`src/rtl/alu16_sequencer.sv`:
```
// alu16_sequencer
//
// Runs a 16-bit operation as two passes through an external combinational
// 8-bit ALU: the low byte first, then the high byte, with the low-byte
// carry fed back in. Commands arrive over a valid/ready handshake. The
// result and the aggregated 16-bit flags leave over a second valid/ready
// handshake.
//
// Ports
//   clk, rst                    clock, synchronous active-high reset
//   cmd_valid / cmd_ready       command handshake
//   cmd_op[2:0]                 0 ADD, 1 SUB, 2 AND, 3 OR, 4 XNOR, 5 NOT,
//                               6 SHL, 7 CMP (ADC when ALU16_SEQ_ADC_EN)
//   cmd_a, cmd_b[15:0]          operands
//   rsp_valid / rsp_ready       response handshake
//   rsp_result[15:0]            result
//   rsp_carry/zero/overflow/negative   16-bit flags
//   alu_a, alu_b[7:0], alu_carry_in, alu_ctrl[4:0]   ALU drive
//   alu_result[7:0], alu_flag_*                      ALU return
//
// Configuration
//   ALU16_SEQ_ADC_EN  when defined, opcode 7 becomes ADC. ADC is ADD with the
//                     low-byte carry-in taken from the carry of the previous
//                     operation.
//
// State | meaning
// ------+-----------------------------------------------------------
// IDLE  | ready for a command; ALU parked
// LO    | ALU works on the low byte lanes
// HI    | ALU works on the high byte lanes, low carry chained in
// RSP   | response held until the consumer takes it

module alu16_sequencer (
    input  logic        clk,
    input  logic        rst,
    input  logic        cmd_valid,
    output logic        cmd_ready,
    input  logic [2:0]  cmd_op,
    input  logic [15:0] cmd_a,
    input  logic [15:0] cmd_b,
    output logic        rsp_valid,
    input  logic        rsp_ready,
    output logic [15:0] rsp_result,
    output logic        rsp_carry,
    output logic        rsp_zero,
    output logic        rsp_overflow,
    output logic        rsp_negative,
    output logic [7:0]  alu_a,
    output logic [7:0]  alu_b,
    output logic        alu_carry_in,
    output logic [4:0]  alu_ctrl,
    input  logic [7:0]  alu_result,
    input  logic        alu_flag_carry,
    input  logic        alu_flag_zero,
    input  logic        alu_flag_overflow,
    input  logic        alu_flag_negative
);

    localparam logic [2:0] OP_ADD  = 3'd0;
    localparam logic [2:0] OP_SUB  = 3'd1;
    localparam logic [2:0] OP_AND  = 3'd2;
    localparam logic [2:0] OP_OR   = 3'd3;
    localparam logic [2:0] OP_XNOR = 3'd4;
    localparam logic [2:0] OP_NOT  = 3'd5;
    localparam logic [2:0] OP_SHL  = 3'd6;
    // Opcode 7 is CMP or ADC depending on the build.
    localparam logic [2:0] OP_7    = 3'd7;

    localparam logic [4:0] CTRL_ADD  = 5'b00000;
    localparam logic [4:0] CTRL_AND  = 5'b10000;
    localparam logic [4:0] CTRL_OR   = 5'b10001;
    localparam logic [4:0] CTRL_XNOR = 5'b10010;
    localparam logic [4:0] CTRL_NOT  = 5'b10011;
    localparam logic [4:0] CTRL_PARK = 5'b11111;

    typedef enum logic [1:0] {
        IDLE = 2'd0,
        LO   = 2'd1,
        HI   = 2'd2,
        RSP  = 2'd3
    } state_t;

    state_t      state;
    logic [2:0]  op_q;
    logic [15:0] a_q;
    logic [15:0] b_q;
    logic [7:0]  lo_result;
    logic        lo_carry;
    logic        lo_zero;

`ifdef ALU16_SEQ_ADC_EN
    logic        saved_carry;
`endif

    // Byte lane currently presented to the ALU.
    logic [7:0] a_lane;
    logic [7:0] b_lane;
    logic       in_lo;
    logic       busy;

    assign in_lo  = (state == LO);
    assign busy   = (state == LO) || (state == HI);
    assign a_lane = in_lo ? a_q[7:0] : a_q[15:8];
    assign b_lane = in_lo ? b_q[7:0] : b_q[15:8];

    // Opcode classes used when the high-byte flags are captured. Opcode 7
    // is arithmetic in both builds (CMP or ADC).
    logic op_keeps_carry;
    logic op_keeps_ovf;
    logic op_is_cmp;

    assign op_keeps_carry = (op_q == OP_ADD) || (op_q == OP_SUB) ||
                            (op_q == OP_SHL) || (op_q == OP_7);
    assign op_keeps_ovf   = (op_q == OP_ADD) || (op_q == OP_SUB) ||
                            (op_q == OP_7);

`ifdef ALU16_SEQ_ADC_EN
    assign op_is_cmp = 1'b0;
`else
    assign op_is_cmp = (op_q == OP_7);
`endif

    logic hi_carry;
    logic hi_ovf;

    assign hi_carry = op_keeps_carry & alu_flag_carry;
    assign hi_ovf   = op_keeps_ovf & alu_flag_overflow;

    // ALU drive: a pure decode of the state register and the latched command,
    // so nothing on cmd_* can reach alu_* within a cycle.
    always_comb begin
        alu_ctrl     = CTRL_PARK;
        alu_a        = 8'h00;
        alu_b        = 8'h00;
        alu_carry_in = 1'b0;
        if (busy) begin
            unique case (op_q)
                OP_ADD: begin
                    alu_ctrl     = CTRL_ADD;
                    alu_a        = a_lane;
                    alu_b        = b_lane;
                    alu_carry_in = in_lo ? 1'b0 : lo_carry;
                end
                OP_SUB: begin
                    // Two's-complement subtract: A + ~B + 1, carry set means no borrow.
                    alu_ctrl     = CTRL_ADD;
                    alu_a        = a_lane;
                    alu_b        = ~b_lane;
                    alu_carry_in = in_lo ? 1'b1 : lo_carry;
                end
                OP_AND: begin
                    alu_ctrl = CTRL_AND;
                    alu_a    = a_lane;
                    alu_b    = b_lane;
                end
                OP_OR: begin
                    alu_ctrl = CTRL_OR;
                    alu_a    = a_lane;
                    alu_b    = b_lane;
                end
                OP_XNOR: begin
                    alu_ctrl = CTRL_XNOR;
                    alu_a    = a_lane;
                    alu_b    = b_lane;
                end
                OP_NOT: begin
                    alu_ctrl = CTRL_NOT;
                    alu_a    = a_lane;
                    alu_b    = 8'h00;
                end
                OP_SHL: begin
                    // A + A is a left shift; bit 7 of the low byte rides the carry chain.
                    alu_ctrl     = CTRL_ADD;
                    alu_a        = a_lane;
                    alu_b        = a_lane;
                    alu_carry_in = in_lo ? 1'b0 : lo_carry;
                end
                OP_7: begin
`ifdef ALU16_SEQ_ADC_EN
                    alu_ctrl     = CTRL_ADD;
                    alu_a        = a_lane;
                    alu_b        = b_lane;
                    alu_carry_in = in_lo ? saved_carry : lo_carry;
`else
                    alu_ctrl     = CTRL_ADD;
                    alu_a        = a_lane;
                    alu_b        = ~b_lane;
                    alu_carry_in = in_lo ? 1'b1 : lo_carry;
`endif
                end
                default: begin
                    alu_ctrl = CTRL_PARK;
                end
            endcase
        end
    end

    always_ff @(posedge clk) begin
        if (rst) begin
            state        <= IDLE;
            cmd_ready    <= 1'b0;
            rsp_valid    <= 1'b0;
            rsp_result   <= 16'h0000;
            rsp_carry    <= 1'b0;
            rsp_zero     <= 1'b0;
            rsp_overflow <= 1'b0;
            rsp_negative <= 1'b0;
            op_q         <= 3'd0;
            a_q          <= 16'h0000;
            b_q          <= 16'h0000;
            lo_result    <= 8'h00;
            lo_carry     <= 1'b0;
            lo_zero      <= 1'b0;
`ifdef ALU16_SEQ_ADC_EN
            saved_carry  <= 1'b0;
`endif
        end else begin
            unique case (state)
                IDLE: begin
                    // cmd_ready stays low for the first cycle out of reset and
                    // rises here; the accept below takes precedence.
                    cmd_ready <= 1'b1;
                    if (cmd_valid && cmd_ready) begin
                        op_q      <= cmd_op;
                        a_q       <= cmd_a;
                        b_q       <= cmd_b;
                        cmd_ready <= 1'b0;
                        state     <= LO;
                    end
                end
                LO: begin
                    lo_result <= alu_result;
                    lo_carry  <= alu_flag_carry;
                    lo_zero   <= alu_flag_zero;
                    state     <= HI;
                end
                HI: begin
                    // The low byte is kept aside until here so that the previous
                    // response stays intact until this capture.
                    rsp_result   <= op_is_cmp ? a_q : {alu_result, lo_result};
                    rsp_carry    <= hi_carry;
                    rsp_zero     <= lo_zero & alu_flag_zero;
                    rsp_overflow <= hi_ovf;
                    rsp_negative <= alu_flag_negative;
                    rsp_valid    <= 1'b1;
`ifdef ALU16_SEQ_ADC_EN
                    saved_carry  <= hi_carry;
`endif
                    state        <= RSP;
                end
                RSP: begin
                    if (rsp_ready) begin
                        rsp_valid <= 1'b0;
                        cmd_ready <= 1'b1;
                        state     <= IDLE;
                    end
                end
                default: begin
                    state <= IDLE;
                end
            endcase
        end
    end

endmodule

```
`config.mk`:
```
export PLATFORM = sky130hd
export DESIGN_NAME = alu16_sequencer
export DESIGN_NICKNAME = d
export VERILOG_FILES = /design/src/rtl/alu16_sequencer.sv
export SDC_FILE = /design/constraint.sdc
export NUM_CORES = 1
export LEC_CHECK = 0
export CORE_UTILIZATION = 46
export CTS_CLUSTER_SIZE = 14
export DETAILED_ROUTE_END_ITERATION = 10
export PLACE_DENSITY = 0.75
export SLEW_MARGIN = 20
export SYNTH_ARGS = -nofsm -noshare
export SYNTH_HDL_FRONTEND = slang
export SYNTH_SLANG_ARGS = --single-unit
```
`constraint.sdc`:
```
create_clock -name clk -period 2 [get_ports clk]
set_input_delay 0.4 -clock clk [delete_from_list [all_inputs] [get_ports clk]]
set_output_delay 0.4 -clock clk [all_outputs]
set_load 0.05 [all_outputs]
```
Word level (Yosys, flattened, before mapping):

Cells that the tools add are included.

* register bits after elaboration: 69
* bits in latches: 0
* memory bits (writable): 0
* bits in read-only memories: 0
* input port bits: 51
* logic and storage cells: 70
* memories: 0

* add/sub/neg operators: 0
* $mul: 0
* divide/modulo/power cells: 0
* $lt $le $gt $ge: 0
* equal/unequal tests: 12
* shifts and indexed selects: 0
* muxes and demuxes: 21
* bitwise gates (word level): 4
* reduce and logical (&&, ||, !) cells: 19

Operators with widths (count)
* $mux 8: 5
* $pmux 8 s4: 1
* $pmux 5 s5: 1
* $mux 16: 1
* $eq 3x3->1 const B: 4
* $not 8->8: 1
* $pmux 2 s4: 1
* $reduce_and 2->1: 4
* $reduce_or 4->1: 2
* $reduce_or 8->1: 1
* $eq 3x2->1 const B: 2
* $mux 1: 6
* $pmux 1 s2: 3
* $logic_or 1x1->1: 5
* $mux 5: 1
* $eq 2x2->1 const B: 2
* $mux 2: 2
* $ne 2x2->1 const B: 2
* $reduce_bool 2->1: 2
* $reduce_or 2->1: 2
* $and 1x1->1: 3
* $eq 3x1->1 const B: 1
* $logic_not 3->1: 1
* $eq 2x1->1 const B: 1
* 2 further kinds: 2

Longest topological paths before layout:

* depth in word-level cells: 5
* gate-level depth with buffers: 8
* depth with buffers taken out: 6

Worst setup path before layout:

Ideal clock, no wire load.

* path kind: reg2out
* start: register state[0]
* end: output port alu_a[0]
* arrival: 2.039 ns
* required time: 1.600 ns
* setup slack: -0.439 ns
* stages on the path, launching flop included: 5
* buffers on the path: 0
* cells stage by stage: dfxtp_1 > inv_1 > ha_1 > clkinv_1 > nor2_1

* cells in the longest elaborated chain, start to end: 4
* elaborated cells on any way between the ends: 6
* those cells by class: eq/ne: 2; mux: 3; reduce/logical: 1

Ends and longest elaborated chain
* start, declared: line 83 `state_t state;`
* start signal, assigned: line 200 `state <= IDLE;`
* start signal, assigned: line 228 `state <= LO;`
* start signal, assigned: line 235 `state <= HI;`
* $eq 2x1->1: line 101, 102
* $mux 8: line 103 `assign a_lane = in_lo ? a_q[7:0] : a_q[15:8];`
* $mux 8: line 137 `unique case (op_q)`
* $mux 8 (*): line 136 `if (busy) begin`
* end, declared: line 48 `output logic [7:0] alu_a,`

Mark *: on every way between the ends. The rest lies on a longest branch, timed or not. The select of a mux whose other input is x is not followed.

Worst setup path in the final report:

* start: register state[1]
* end: output port alu_b[1]

* cells in the longest elaborated chain, start to end: 5
* elaborated cells on any way between the ends: 8
* those cells by class: eq/ne: 2; mux: 4; bitwise: 1; reduce/logical: 1

Ends and longest elaborated chain
* $eq 2x1->1: line 101, 102
* $mux 8: line 104 `assign b_lane = in_lo ? b_q[7:0] : b_q[15:8];`
* $not 8->8: line 148, 187
* $pmux 8 s4: line 137
* $mux 8 (*): line 136
* end, declared: line 49 `output logic [7:0] alu_b,`

Mark *: on every way between the ends. The rest lies on a longest branch, timed or not.

==> impl_metrics.yaml <==
status:
  outcome: "complete, but fails checks"
  failed_checks: "negative setup slack"
logic_synthesis:
  ys_seq_area_frac: 0.435
  async_reset_ff_frac: 0
  synth_cells: 380
  synth_edf_count: 0
  syn-num-nets: 435
  synth_cell_type_count: 29
  syn_area_per_cell_um2: 8.35
  synth_area_mm2: 0.00317
  yosys_warnings: 0
  synth_ff_type: "dfxtp_1"
  synth_seq_cells: 69
sta:
  skew_ns: 0.00688
  fin_crit_ns: 2.44
  setup_ws_ns: -0.441
  hold_violations: 0
  drv_slew: 0
  min_period_over_period: 1.22
  max_slew_margin: 0.651
  max_clock_freq_mhz: 410
  finalSetupViolations: 17
  worst_slew_pin_slew_ns: 0.522
  rsz0062_at_grt: "yes"
placement:
  dp_slack_ns: -0.190
  dpl.hpwl_mm: 6.11
  dp.cells: 541
  portBuffers: 94
  gp_congestion: 0.826
pwr:
  p_int_mw: 3.88
  ir_drop_v: 0.00107
  power_switching_share: 0.428
  p_leak_nw: 1.84
  p_sw_mw: 2.90
  power_density_mw_per_mm2: 1340
  p_comb_frac: 0.554
  pwr-share-clk: 0.164
  seq_power_share: 0.282
grt:
  antenna_found_initial: 0
  grt_max_degree: 70
  grt.total_usage: 0.275
  gr-total-overflow: 0
  grt_pass1_wl_mm: 15.2
  grt_pass1_vias: 3014
setup_path:
  cp_common_cell: "buf_12"
  cp_max_fo: 7
  cp-start-kind: "register"
  crit_type: "register to output pin"
  cp_cell_sequence: "inv_2, ha_4, buf_12, buf_12, mux2i_4, nand3_1, o21ai_1, o21a_2, buf_12"
  max_stage_delay_ns: 0.33
  crit_slowest_cell: "dfxtp_2"
  crit_arrival_ns: 2.04
  required_ns: 1.60
  crit_path_end_kind: "output pin"
floorplanning:
  die-area_mm2: 0.00724
  dieWidth_um: 85.1
  die_h_um: 85.1
  pin_count: 95
  start_util: 0.489
  core_mm2: 0.00649
  row_count: 29
cts:
  ctsRootBufferMaster: "clkbuf_8"
  clkLatencyLatePin_ns: 0.35
  clockBufferDepth: 2
  clk_pin_slew_ns: 0.08
  cts_inserted_buffers: 9
  htreeDepth: 3
  cts_tree: "done"
  cts.sinks: 69
final_layout:
  nNetsFinal: 538
  antenna_cells: 0
  layout_commonest_cell: "nand2_1"
  fin_util: 0.781
  final_cell_mix: "76 x nand2_1, 70 x clkdlybuf4s50_1, 67 x dfxtp_1"
  drive_gt1_frac: 0.232
  syn2layout_area_growth_pct: 59.8
  finalNonFillerCells: 564
drt:
  wire_per_inst_um: 17.1
  drcViolationCount: 0
  wl_mm: 9.65
  firstDrtPassIters: 4
  num_vias: 3116
  via_per_inst: 5.52
  antenna_left: 0
  dr.first_iter.drc_count: 200
run:
  drv_cap: 0
worst_hold_path:
  min_path_type: "register to register"
[flip-flops by register name (all words and copies together) (netlist names)]
| signal | flops |
|---|---|
| rsp_valid | 1 |
| lo_carry | 1 |
| a_q | 16 |
| rsp_zero | 1 |
| rsp_result | 16 |
| b_q | 16 |
| rsp_overflow | 1 |
| state | 2 |
| op_q | 3 |
| lo_result | 8 |
| cmd_ready | 1 |
| lo_zero | 1 |
| rsp_negative | 1 |
| rsp_carry | 1 |
[synth_stat cells, types with 2 or more instances]
master | number | area share
a211oi_1 | 16 | 0.038
a21oi_1 | 42 | 0.066
and2_1 | 4 | 0.0079
buf_2 | 9 | 0.014
buf_4 | 2 | 0.0047
buf_6 | 5 | 0.018
clkbuf_1 | 13 | 0.015
dfxtp_1 | 69 | 0.44
ha_1 | 4 | 0.016
inv_1 | 4 | 0.0047
mux2i_1 | 43 | 0.14
nand2_1 | 77 | 0.091
nand2b_1 | 4 | 0.0079
nand3_1 | 13 | 0.020
nor2_1 | 40 | 0.047
nor2b_1 | 2 | 0.0039
nor3_1 | 2 | 0.0032
o21a_1 | 4 | 0.0095
o21ai_0 | 7 | 0.011
o221ai_1 | 4 | 0.011
o22a_1 | 4 | 0.011
o22ai_1 | 5 | 0.0099
[cell type report]
type                    count  area (um2)
flip-flops and latches     69        1380
clock buffers               9         124
well taps                  77        96.3
fillers                   417        1420
clock inverters             6        63.8
multi-input cells         275        1900
repair buffers            123        1480
inverters                   5        26.3
[logic make-up after synthesis]
family                   Yosys count  share of synthesized area
XOR/XNOR                           1                    0.00276
multiplexers                      43                      0.136
flip-flops                        69                      0.435
AND/OR/NAND/NOR                  145                      0.189
adder cells (fa/ha/maj)            4                     0.0158
AO/OA/AOI/OAI                     82                      0.156
buffers and inverters             36                     0.0654
[stage by stage]
step | TNS [ns] | total power [mW] | hold slack, ns | area, um2
after global routing | -5.00 | 7.07 | 0.480 | 5070
after floorplan | -0.0330 | 3.88 | 0.436 | 3260
after global placement | -0.663 | 4.99 | 0.446 | 4510
after detailed placement | -1.14 | 5.05 | 0.447 | 4510
final | -4.43 | 6.79 | 0.462 | 5070
after CTS | -3.96 | 6.65 | 0.462 | 5030
[worst max-delay path, delay by kind of cell (launching register included)]
family / cells / cell delay, ns
AOI/OAI and AO/OA: 2 / 0.29
adders and majority gates: 1 / 0.18
buffers and inverters: 4 / 0.52
DFF: 1 / 0.33
muxes: 1 / 0.27
and+or+nand+nor: 1 / 0.10
[final timing paths]
path / start / to / slack [ns] / cells past startpoint
setup / recovery: state[1] / alu_b[1] / -0.44 / 9
hold / removal: b_q[3] / b_q[3] / 0.46 / 2
setup reg to reg: op_q[0] / rsp_result[14] / 0.20 / 4
hold reg to reg: b_q[3] / b_q[3] / 0.46 / 2
[routing by layer]
metal  vias to the layer above  share of wire  track usage  routed length [um]
li1                       1500              -            -                   -
met1                      1465           0.42        0.346                4080
met2                       136           0.49        0.451                4760
met3                        15          0.063       0.0574                 607
met4                         0          0.022        0.131                 209
met5                         -              0            0                   0
[power by group through the flow]
stage | sequential [mW] | combinational, mW | clock, mW
finish | 1.91 | 3.76 | 1.11
global route | 1.95 | 3.94 | 1.18
CTS | 1.91 | 3.63 | 1.11
global placement | 1.87 | 3.12 | 0
detailed placement | 1.89 | 3.16 | 0
floorplan | 2.24 | 1.64 | 0
[what timing repair did]
| action | in CTS | in global routing |
|---|---|---|
| gates resized for setup | 47 | 11 |
| hold buffers | 0 | 0 |
| pin swaps | 13 | 7 |
| buffers inserted | 8 | 2 |
| cloned | 2 | 0 |
| hold endpoints to repair | 0 | 0 |
| setup endpoints to repair | 21 | 21 |
Note: power is estimated with default switching activity, not from simulation.
